**config.mk**
```make
export PLATFORM = sky130hd
export DESIGN_NAME = bram_rd_streamer_flat
export DESIGN_NICKNAME = d
export VERILOG_FILES = /design/src/rtl/bram_rd_pkg.sv /design/src/rtl/bram_rd_streamer_if.sv /design/src/rtl/bram_rd_skid.sv /design/src/rtl/bram_rd_streamer.sv /design/src/flat_wrapper.sv
export SDC_FILE = /design/constraint.sdc
export NUM_CORES = 1
export LEC_CHECK = 0
export CAP_MARGIN = 15
export CELL_PAD_IN_SITES_DETAIL_PLACEMENT = 1
export CELL_PAD_IN_SITES_GLOBAL_PLACEMENT = 1
export CORE_ASPECT_RATIO = 0.5
export CORE_MARGIN = 2
export CORE_UTILIZATION = 42
export CTS_CLUSTER_SIZE = 16
export DETAILED_ROUTE_END_ITERATION = 7
export HOLD_SLACK_MARGIN = 0.06
export PLACE_DENSITY_LB_ADDON = 0.05
export RECOVER_POWER = 50
export SYNTH_ARGS = -nofsm -noshare
export SYNTH_HDL_FRONTEND = slang
export SYNTH_SLANG_ARGS = --single-unit
```
**constraint.sdc**
```tcl
create_clock -name clk -period 4.9 [get_ports clk]
set_input_delay 0.735 -clock clk [delete_from_list [all_inputs] [get_ports clk]]
set_output_delay 0.735 -clock clk [all_outputs]
set_load 0.05 [all_outputs]
```
**src/rtl/bram_rd_pkg.sv**
```systemverilog
// bram_rd_pkg: shared constants and FSM state type for the BRAM read streamer.
package bram_rd_pkg;
    localparam int DEF_ADDR_W = 10;
    localparam int DEF_DATA_W = 16;
    localparam int DEF_LEN_W  = 11;
    localparam logic [1:0] ST_IDLE  = 2'd0;
    localparam logic [1:0] ST_READ  = 2'd1;
    localparam logic [1:0] ST_DRAIN = 2'd2;
    typedef enum logic [1:0] {
        IDLE  = ST_IDLE,
        READ  = ST_READ,
        DRAIN = ST_DRAIN
    } state_t;
endpackage

```
**src/rtl/bram_rd_streamer_if.sv**
```systemverilog
// bram_rd_streamer_if: valid/ready output stream of the BRAM read streamer.
interface bram_rd_streamer_if
    import bram_rd_pkg::*;
#(
    parameter int DATA_W = DEF_DATA_W
);
    logic              m_valid;
    logic [DATA_W-1:0] m_data;
    logic              m_ready;
    modport master (output m_valid, output m_data, input m_ready);
    modport slave  (input m_valid, input m_data, output m_ready);
endinterface

```
**src/rtl/bram_rd_skid.sv**
```systemverilog
// bram_rd_skid: 2-entry FIFO catching RAM read data so back-pressure never drops a word.
module bram_rd_skid
    import bram_rd_pkg::*;
#(
    parameter int DATA_W = DEF_DATA_W
) (
    input  logic              clk,
    input  logic              rst_n,
    input  logic              i_push,
    input  logic [DATA_W-1:0] i_data,
    input  logic              i_pop,
    input  logic              i_flush,
    output logic [1:0]        o_occ,
    output logic              o_valid,
    output logic [DATA_W-1:0] o_data
);
    logic [DATA_W-1:0] r_mem [2];
    logic              r_wr;
    logic              r_rd;
    logic [1:0]        r_occ;

    always_ff @(posedge clk or negedge rst_n) begin
        if (!rst_n) begin
            r_mem[0] <= '0;
            r_mem[1] <= '0;
            r_wr     <= 1'b0;
            r_rd     <= 1'b0;
            r_occ    <= 2'd0;
        end else if (i_flush) begin
            r_wr     <= 1'b0;
            r_rd     <= 1'b0;
            r_occ    <= 2'd0;
        end else begin
            if (i_push) begin
                r_mem[r_wr] <= i_data;
                r_wr        <= ~r_wr;
            end
            if (i_pop)
                r_rd <= ~r_rd;
            r_occ <= r_occ + {1'b0, i_push} - {1'b0, i_pop};
        end
    end

    assign o_occ   = r_occ;
    assign o_valid = r_occ != 2'd0;
    assign o_data  = r_mem[r_rd];
endmodule

```
**src/rtl/bram_rd_streamer.sv**
```systemverilog
// bram_rd_streamer: walks a contiguous BRAM address range and emits the words
// as a valid/ready stream, throttling reads so at most two words are outstanding.
module bram_rd_streamer
    import bram_rd_pkg::*;
#(
    parameter int ADDR_W = DEF_ADDR_W,
    parameter int DATA_W = DEF_DATA_W,
    parameter int LEN_W  = DEF_LEN_W
) (
    input  logic              clk,
    input  logic              rst_n,
    input  logic              start,
    input  logic [ADDR_W-1:0] base_addr,
    input  logic [LEN_W-1:0]  length,
    input  logic              abort,
    output logic              busy,
    output logic              done,
    output logic              enb,
    output logic [ADDR_W-1:0] addrb,
    input  logic [DATA_W-1:0] dob,
    bram_rd_streamer_if.master m
);
    state_t            r_state;
    logic [ADDR_W-1:0] r_addr;
    logic [LEN_W-1:0]  r_rem;
    logic              r_inflight;
    logic              r_busy;
    logic              r_done;
    logic              r_zlen;
    logic [1:0]        w_occ;
    logic              w_pop;
    logic              w_room;
    logic              w_issue;
    logic              w_empty;
    logic              w_accept;
    logic              w_abort;

    assign w_abort  = abort && r_state != IDLE;
    assign w_pop    = m.m_valid && m.m_ready;
    // a read is only issued if its word is guaranteed a FIFO slot
    assign w_room   = ({1'b0, w_occ} + {2'b0, r_inflight}) < (3'd2 + {2'b0, w_pop});
    assign w_issue  = r_state == READ && r_rem != '0 && w_room && !abort;
    assign w_empty  = !r_inflight && w_occ == {1'b0, w_pop};
    assign w_accept = r_state == IDLE && !r_busy && start && !abort;

    always_ff @(posedge clk or negedge rst_n) begin
        if (!rst_n) begin
            r_state    <= IDLE;
            r_addr     <= '0;
            r_rem      <= '0;
            r_inflight <= 1'b0;
            r_busy     <= 1'b0;
            r_done     <= 1'b0;
            r_zlen     <= 1'b0;
        end else begin
            r_done <= 1'b0;
            if (w_abort) begin
                r_state    <= IDLE;
                r_busy     <= 1'b0;
                r_inflight <= 1'b0;
            end else begin
                r_inflight <= w_issue;
                if (w_issue) begin
                    r_addr <= r_addr + ADDR_W'(1);
                    r_rem  <= r_rem - LEN_W'(1);
                end
                if (r_state == IDLE && r_zlen) begin
                    r_zlen <= 1'b0;
                    r_busy <= 1'b0;
                    r_done <= 1'b1;
                end else if (w_accept) begin
                    r_addr  <= base_addr;
                    r_rem   <= length;
                    r_busy  <= 1'b1;
                    r_zlen  <= length == '0;
                    r_state <= length == '0 ? IDLE : READ;
                end else if (r_state == READ && w_issue && r_rem == LEN_W'(1)) begin
                    r_state <= DRAIN;
                end else if (r_state == DRAIN && w_empty) begin
                    r_state <= IDLE;
                    r_busy  <= 1'b0;
                    r_done  <= 1'b1;
                end
            end
        end
    end

    bram_rd_skid #(.DATA_W(DATA_W)) u_skid (
        .clk     (clk),
        .rst_n   (rst_n),
        .i_push  (r_inflight),
        .i_data  (dob),
        .i_pop   (w_pop),
        .i_flush (w_abort),
        .o_occ   (w_occ),
        .o_valid (m.m_valid),
        .o_data  (m.m_data)
    );

    assign busy  = r_busy;
    assign done  = r_done;
    assign enb   = w_issue;
    assign addrb = r_addr;
endmodule
```
**src/flat_wrapper.sv**
```systemverilog
// flat-port wrapper written by rule: the top's interface ports become plain ports
module bram_rd_streamer_flat import bram_rd_pkg::*;
#(
    parameter int ADDR_W = DEF_ADDR_W,
    parameter int DATA_W = DEF_DATA_W,
    parameter int LEN_W  = DEF_LEN_W
)
  (clk, rst_n, start, base_addr, length, abort, busy, done, enb, addrb, dob, m_m_valid, m_m_data, m_m_ready);
  bram_rd_streamer_if #(.DATA_W(DATA_W)) m_i ();
  input  logic clk;
  input  logic rst_n;
  input  logic start;
  input  logic [ADDR_W-1:0] base_addr;
  input  logic [LEN_W-1:0] length;
  input  logic abort;
  output logic busy;
  output logic done;
  output logic enb;
  output logic [ADDR_W-1:0] addrb;
  input  logic [DATA_W-1:0] dob;
  output wire logic [$bits(m_i.m_valid)-1:0] m_m_valid;
  output wire logic [$bits(m_i.m_data)-1:0] m_m_data;
  input wire logic [$bits(m_i.m_ready)-1:0] m_m_ready;
  assign m_m_valid = m_i.m_valid;
  assign m_m_data = m_i.m_data;
  assign m_i.m_ready = m_m_ready;
  bram_rd_streamer #(.ADDR_W(ADDR_W), .DATA_W(DATA_W), .LEN_W(LEN_W)) u_core (.clk(clk), .rst_n(rst_n), .start(start), .base_addr(base_addr), .length(length), .abort(abort), .busy(busy), .done(done), .enb(enb), .addrb(addrb), .dob(dob), .m(m_i));
endmodule
```
; After elaboration in Yosys (flattened, before gate mapping)
; Index checks and enable logic that the tools add are counted.
[word_totals]
register_bits = 63
latch_bits = 0
ram_bits = 0
mem_bits_ro = 0
in_bits = 42
output_inout_bits = 30
elab_cells = 100
mem_count = 0
[classes]
addsub = 6
n_mul = 0
n_div = 0
magnitude_cmp = 4
n_eq_ne = 6
shifts = 0
mux = 36
bitwise_logic = 5
reduce_logical = 31
[op_table]
columns = op, n
row1 = 16-bit 2-to-1 mux, 4
row2 = 11-bit 2-to-1 mux, 3
row3 = 32-bit bitwise mux, 1
row4 = 10-bit 2-to-1 mux, 3
row5 = 1-bit 2-to-1 mux, 18
row6 = 16-bit demux with 1-bit select, 1
row7 = 1-bit logical AND, 14
row8 = 2-bit 2-to-1 mux, 6
row9 = "11-bit by 1-bit == test with 1-bit output, second input constant", 1
row10 = 11-bit logical NOT, 1
row11 = 11-bit nonzero test, 1
row12 = "11-bit by 1-bit subtractor with 11-bit output, second input constant", 1
row13 = "10-bit by 1-bit adder with 10-bit output, second input constant", 1
row14 = 2-bit nonzero test, 5
row15 = 2-bit AND reduction, 4
row16 = 4-bit nonzero test, 2
row17 = "2-bit >= comparator, second input constant", 2
row18 = "4-bit by 2-bit != test with 1-bit output, second input constant", 1
row19 = 1-bit NOT with 2-bit output, 2
row20 = 2-bit by 1-bit adder with 3-bit output, 1
row21 = "2-bit by 1-bit adder with 3-bit output, first input constant", 1
row22 = 1-bit logical NOT, 3
row23 = 3-bit less-than comparator, 1
row24 = 1-bit NOT, 3
row25 = other kinds (8), 8

; Logic depth before layout (Yosys ltp)
[depth]
ltp_word = 12
mapped_depth = 8
depth_no_buf = 8

; By module
; A second synthesis with hierarchy kept.
[unflattened]
cells_unflattened = 278
hier_area_um2 = 3204.3
[by_module_without_submodules]
columns = mod, n_inst, cells_per_inst, area_each_um2, seq_area_each_um2
row1 = bram_rd_skid, 1, 102, 1605.3, 900.9
row2 = bram_rd_streamer, 1, 176, 1599.0, 675.6

; Worst setup path before layout
; OpenSTA, ideal clock, no wires.
[synth_timing]
path_type = reg2out
from = register u_core.u_skid.r_occ[0] (netlist: u_core.u_skid.o_occ[0])
to = output enb
arrival_ns = 1.776
required_time_ns = 4.165
slack_ns = 2.389
path_stages_with_launch = 6
cell_sequence = dfrtp_1 -> ha_1 -> ha_1 -> or4b_4 -> nor3_1 -> buf_4
[synth_via]
elab_chain_len = 6
elab_cells_between_ends = 7
cone_classes = 2 x add/sub / 1 x order compare / 4 x reduce/logical
[synth_rtl]
columns = element, line
row1 = start: declaration, bram_rd_skid.sv:20  ; logic [1:0] r_occ;
row2 = start signal: assignment, bram_rd_skid.sv:40  ; r_occ <= r_occ + {1'b0, i_push} - {1'b0, i_pop};
row3 = 2-bit nonzero test, bram_rd_skid.sv:45  ; assign o_valid = r_occ != 2'd0;
row4 = 1-bit logical AND, bram_rd_streamer.sv:39  ; assign w_pop = m.m_valid && m.m_ready;
row5 = 2-bit by 1-bit adder with 3-bit output, bram_rd_streamer.sv:41  ; assign w_room = ({1'b0, w_occ} + {2'b0, r_inflight}) < (3'd2 + {2'b0, w_pop});
row6 = 3-bit less-than comparator *, bram_rd_streamer.sv:41
row7 = 1-bit logical AND * (2 in a row), bram_rd_streamer.sv:42  ; assign w_issue = r_state == READ && r_rem != '0 && w_room && !abort;
row8 = end: declaration, flat_wrapper.sv:18  ; output logic enb;
; Every way passes the cells marked *; elsewhere a longest branch is shown, timed or not.

; Worst setup path after layout
[layout_timing]
from = register u_core.r_rem[0]
to = output enb
[layout_via]
elab_chain_len = 4
[layout_rtl]
columns = element, line
row1 = start: declaration, bram_rd_streamer.sv:25  ; logic [LEN_W-1:0] r_rem;
row2 = start signal: assignment, bram_rd_streamer.sv:65  ; r_rem <= r_rem - LEN_W'(1);
row3 = start signal: assignment, bram_rd_streamer.sv:73  ; r_rem <= length;
row4 = 11-bit nonzero test, bram_rd_streamer.sv:42
row5 = 1-bit logical AND (3 in a row), bram_rd_streamer.sv:42
; No other way between the ends.

==> results.md <==
- Fmax: 245 MHz
- Initial antenna violation count: 0
- Crit-path slowest cell: clkdlybuf4s50_1
- CORE AREA: 0.00729 mm2
- Register-to-register setup slack: 1.95 ns
- ANT cells: 0
- Die width: approximately 130 um
- Outcome: complete, but fails checks
- Post_cts resized: 0
- P&R area growth vs syn: 35.1%
- RSZ-0062 raised after global routing: false
- Setup_tns: 0 ns
- Yosys warning count: 0
- Tmin final: ~4 ns
- Synth Cell Area: approximately 0.0032 mm2
- Vias post-DR: ~2500
- Htree depth: 3
- Num Clock Sinks: 63
- Drt total wl: 8250 um
- Leak: 0.00179 uW
- RR Startpoint: u_core.r_rem[0]
- Worst Path Buf+Inv: 3
- Delay-heaviest family, CP: simple AND/OR/NAND/NOR gates
- Boundary Pins: 72
- Total gr overflow: 0
- CP startpoint: u_core.r_rem[0]
- Routed Antenna Nets: 0
- Pwr per Cell Area: ~730 mW/mm2
- Largest area contributor in the synthesized netlist: dfrtp_1
- Number of global-route vias before repair: roughly 2800
- Iteration-0 DRC Markers: between 80 and 90
- Final setup fails: 0
- Critical path cell sequence: inv_1, ha_1, or4b_4, nor3_1, nor3_1, buf_4, clkdlybuf4s50_1
- Top post-synthesis cells by area: dfrtp_1 50%, mux2_2 17%, ha_1 2.8%, nor2_1 2.6%, o21ai_0 2.1%
- Total global-route track usage: between 20% and 30%
- IO Port Bufs: 71
- CP endpoint: enb
- Seq/Total Area, Yosys: around 50%
- Setup WS pre-CTS: about 1.1 ns
- Root Buffer: clkbuf_16
- Initial core utilization: 43.3%
- Worst Setup End Kind: output pin
- Top-area cell type share of the netlist area: about 50%
- Period utilization: 83.5%
- Slew Viols, Final: 64
- Drt wl/cell: ~18 um
- End of the worst register-to-register path: u_core.r_rem[0]
- Worst path required time: 4.16 ns
- First-pass GRT wire length: between 10000 and 15000 um
- Fin area: 0.00426 mm2
- Via density: 5.48
- CTS tree: built
- Drt first pass iters: 4
- DRC errors left: 0
- Total CTS buffers: 9
- Die height: 65.3 um
- Clock latency at the later pin of the worst-skew pair: 0.33 ns
- DIE AREA: around 0.0083 mm2
- Critical Path Source Type: register
- Syn avg cell area: 11.5 um2
- EDFF count, synth: 0
- Synth cell types: between 40 and 50
- Synthesized Nets: 324
- Depth of the most critical reg-to-reg path: 8
- CTS Hold Bufs: 0
- Nets@finish: 399
- Largest net degree at the start of global routing: 64
- Max IR drop VDD: approximately 0.24 mV
- Final Hold Viols: 0
- Total of max-cap violations: 1
- Slew HR: -124%
- Share of flip-flops with an asynchronous set or reset: between 90% and 100%
- Clock Pin Slew Worst Setup and Hold Paths: 0.06 ns
- Critical path class: reg2out
- Stages on worst setup path: 7
- FF+latch count, synth: between 60 and 70
- Peak fanout along the critical path: 11
- Placed Area: approximately 0.004 mm2
- CP peak stage delay: slightly above 0.7 ns
- Global placement routability congestion: ~0.80
- CP dominant cell by count: nor3_1
- Row cnt: 22
- Post-synth top flop: dfrtp_1
- Synth Instances: between 200 and 300
- Most common cell after layout, fill and taps aside: dfrtp_1
- Share of post-route cells with drive strength above 1: 21.7%
- Least-Margin Pin Slew: 3.36 ns
- Longest Clk Path Bufs: 2
- Pwr Total: approximately 3100 uW
- Worst Skew: 0.00420 ns
- Arr. time, crit path: about 3.4 ns
- Post-CTS Setup Bufs: 0
- Min-Delay Path Class: reg2reg
- Final setup margin: 0.810 ns
- Hpwl dp: between 5000 and 6000 um
- Most frequent cells in the layout: 63 x dfrtp_1, 60 x clkdlybuf4s50_1, 48 x mux2_2
- Violated checks: capacitance limit, slew limit
-- layer usage --
layer / routed length, um / track usage, % / share of wire (%)
met5: 0 / 0 / 0
met4: 80 / 5.08 / 0.97
met3: 456 / 7.98 / 5.5
met2: 4070 / 38.9 / 49
met1: 3650 / 26.4 / 44
-- synth_stat cells (2+ instances only) --
library cell,instances
nand3_1,10
xnor2_1,4
a31oi_1,2
mux2_2,48
nor4_1,4
nand2_1,13
o21ai_0,13
ha_1,7
nand2b_1,3
a311oi_1,5
nor2_1,22
a211oi_1,4
xor2_1,7
a21oi_1,3
clkbuf_1,8
dfrtp_1,63
nand4_1,5
nor3_1,10
and3_1,5
or4b_4,2
o221a_2,4
or3_1,6
inv_1,7
-- flip-flops by register name, indices dropped and copies added (netlist names) --
signal	cells
u_core.addrb	10
u_core.busy	1
u_core.done	1
u_core.r_inflight	1
u_core.r_rem	11
u_core.r_state	2
u_core.r_zlen	1
u_core.u_skid.o_occ	2
u_core.u_skid.r_mem	32
u_core.u_skid.r_rd	1
u_core.u_skid.r_wr	1
-- through the flow --
stage | utilization (%) | std cells | hold slack [ns]
2_1_floorplan | - | 275 | 0.439
3_3_place_gp | 54.2 | 434 | 0.479
3_5_place_dp | 54.2 | 434 | 0.491
4_1_cts | 58.5 | 450 | 0.503
5_1_grt | 58.5 | 451 | 0.522
6_report | 58.5 | 451 | 0.500
-- area by class of cell --
type | instances | area, um2
Fill cell | 790 | 3030
Sequential cell | 63 | 1580
Multi-Input combinational cell | 195 | 1500
Timing Repair Buffer | 74 | 728
Clock buffer | 10 | 229
Tap cell | 96 | 120
Clock inverter | 6 | 83.8
Inverter | 7 | 26.3
-- report_power, final --
group,internal (uW),total (uW),leakage (uW),switching (uW)
registers,751,965,0.000768,214
clock network,444,680,0.000157,236
logic,602,1480,0.000862,873
-- logic make-up after synthesis --
family	count (synthesis)	synth area share (%)
AOI/OAI and AO/OA	40	9.04
adders and majority gates	7	2.77
buffers and inverters	17	2.18
xor gates and xnor gates	11	3.05
and+or+nand+nor	89	15.9
DFF	63	49.9
muxes	48	17.1
-- how the worst min path moves through the flow --
stage | startpoint | to | slack [ns] | cells past startpoint
floorplan | rst_n | u_core.addrb[0] | 0.44 | 0
global placement | u_core.addrb[9] | u_core.addrb[9] | 0.48 | 1
detailed placement | u_core.u_skid.r_mem[15] | u_core.u_skid.r_mem[15] | 0.49 | 1
CTS | u_core.u_skid.r_mem[15] | u_core.u_skid.r_mem[15] | 0.50 | 1
global route | u_core.u_skid.r_mem[15] | u_core.u_skid.r_mem[15] | 0.52 | 1
finish | u_core.u_skid.r_mem[24] | u_core.u_skid.r_mem[24] | 0.50 | 1
Power figures use the tool's default switching activity.
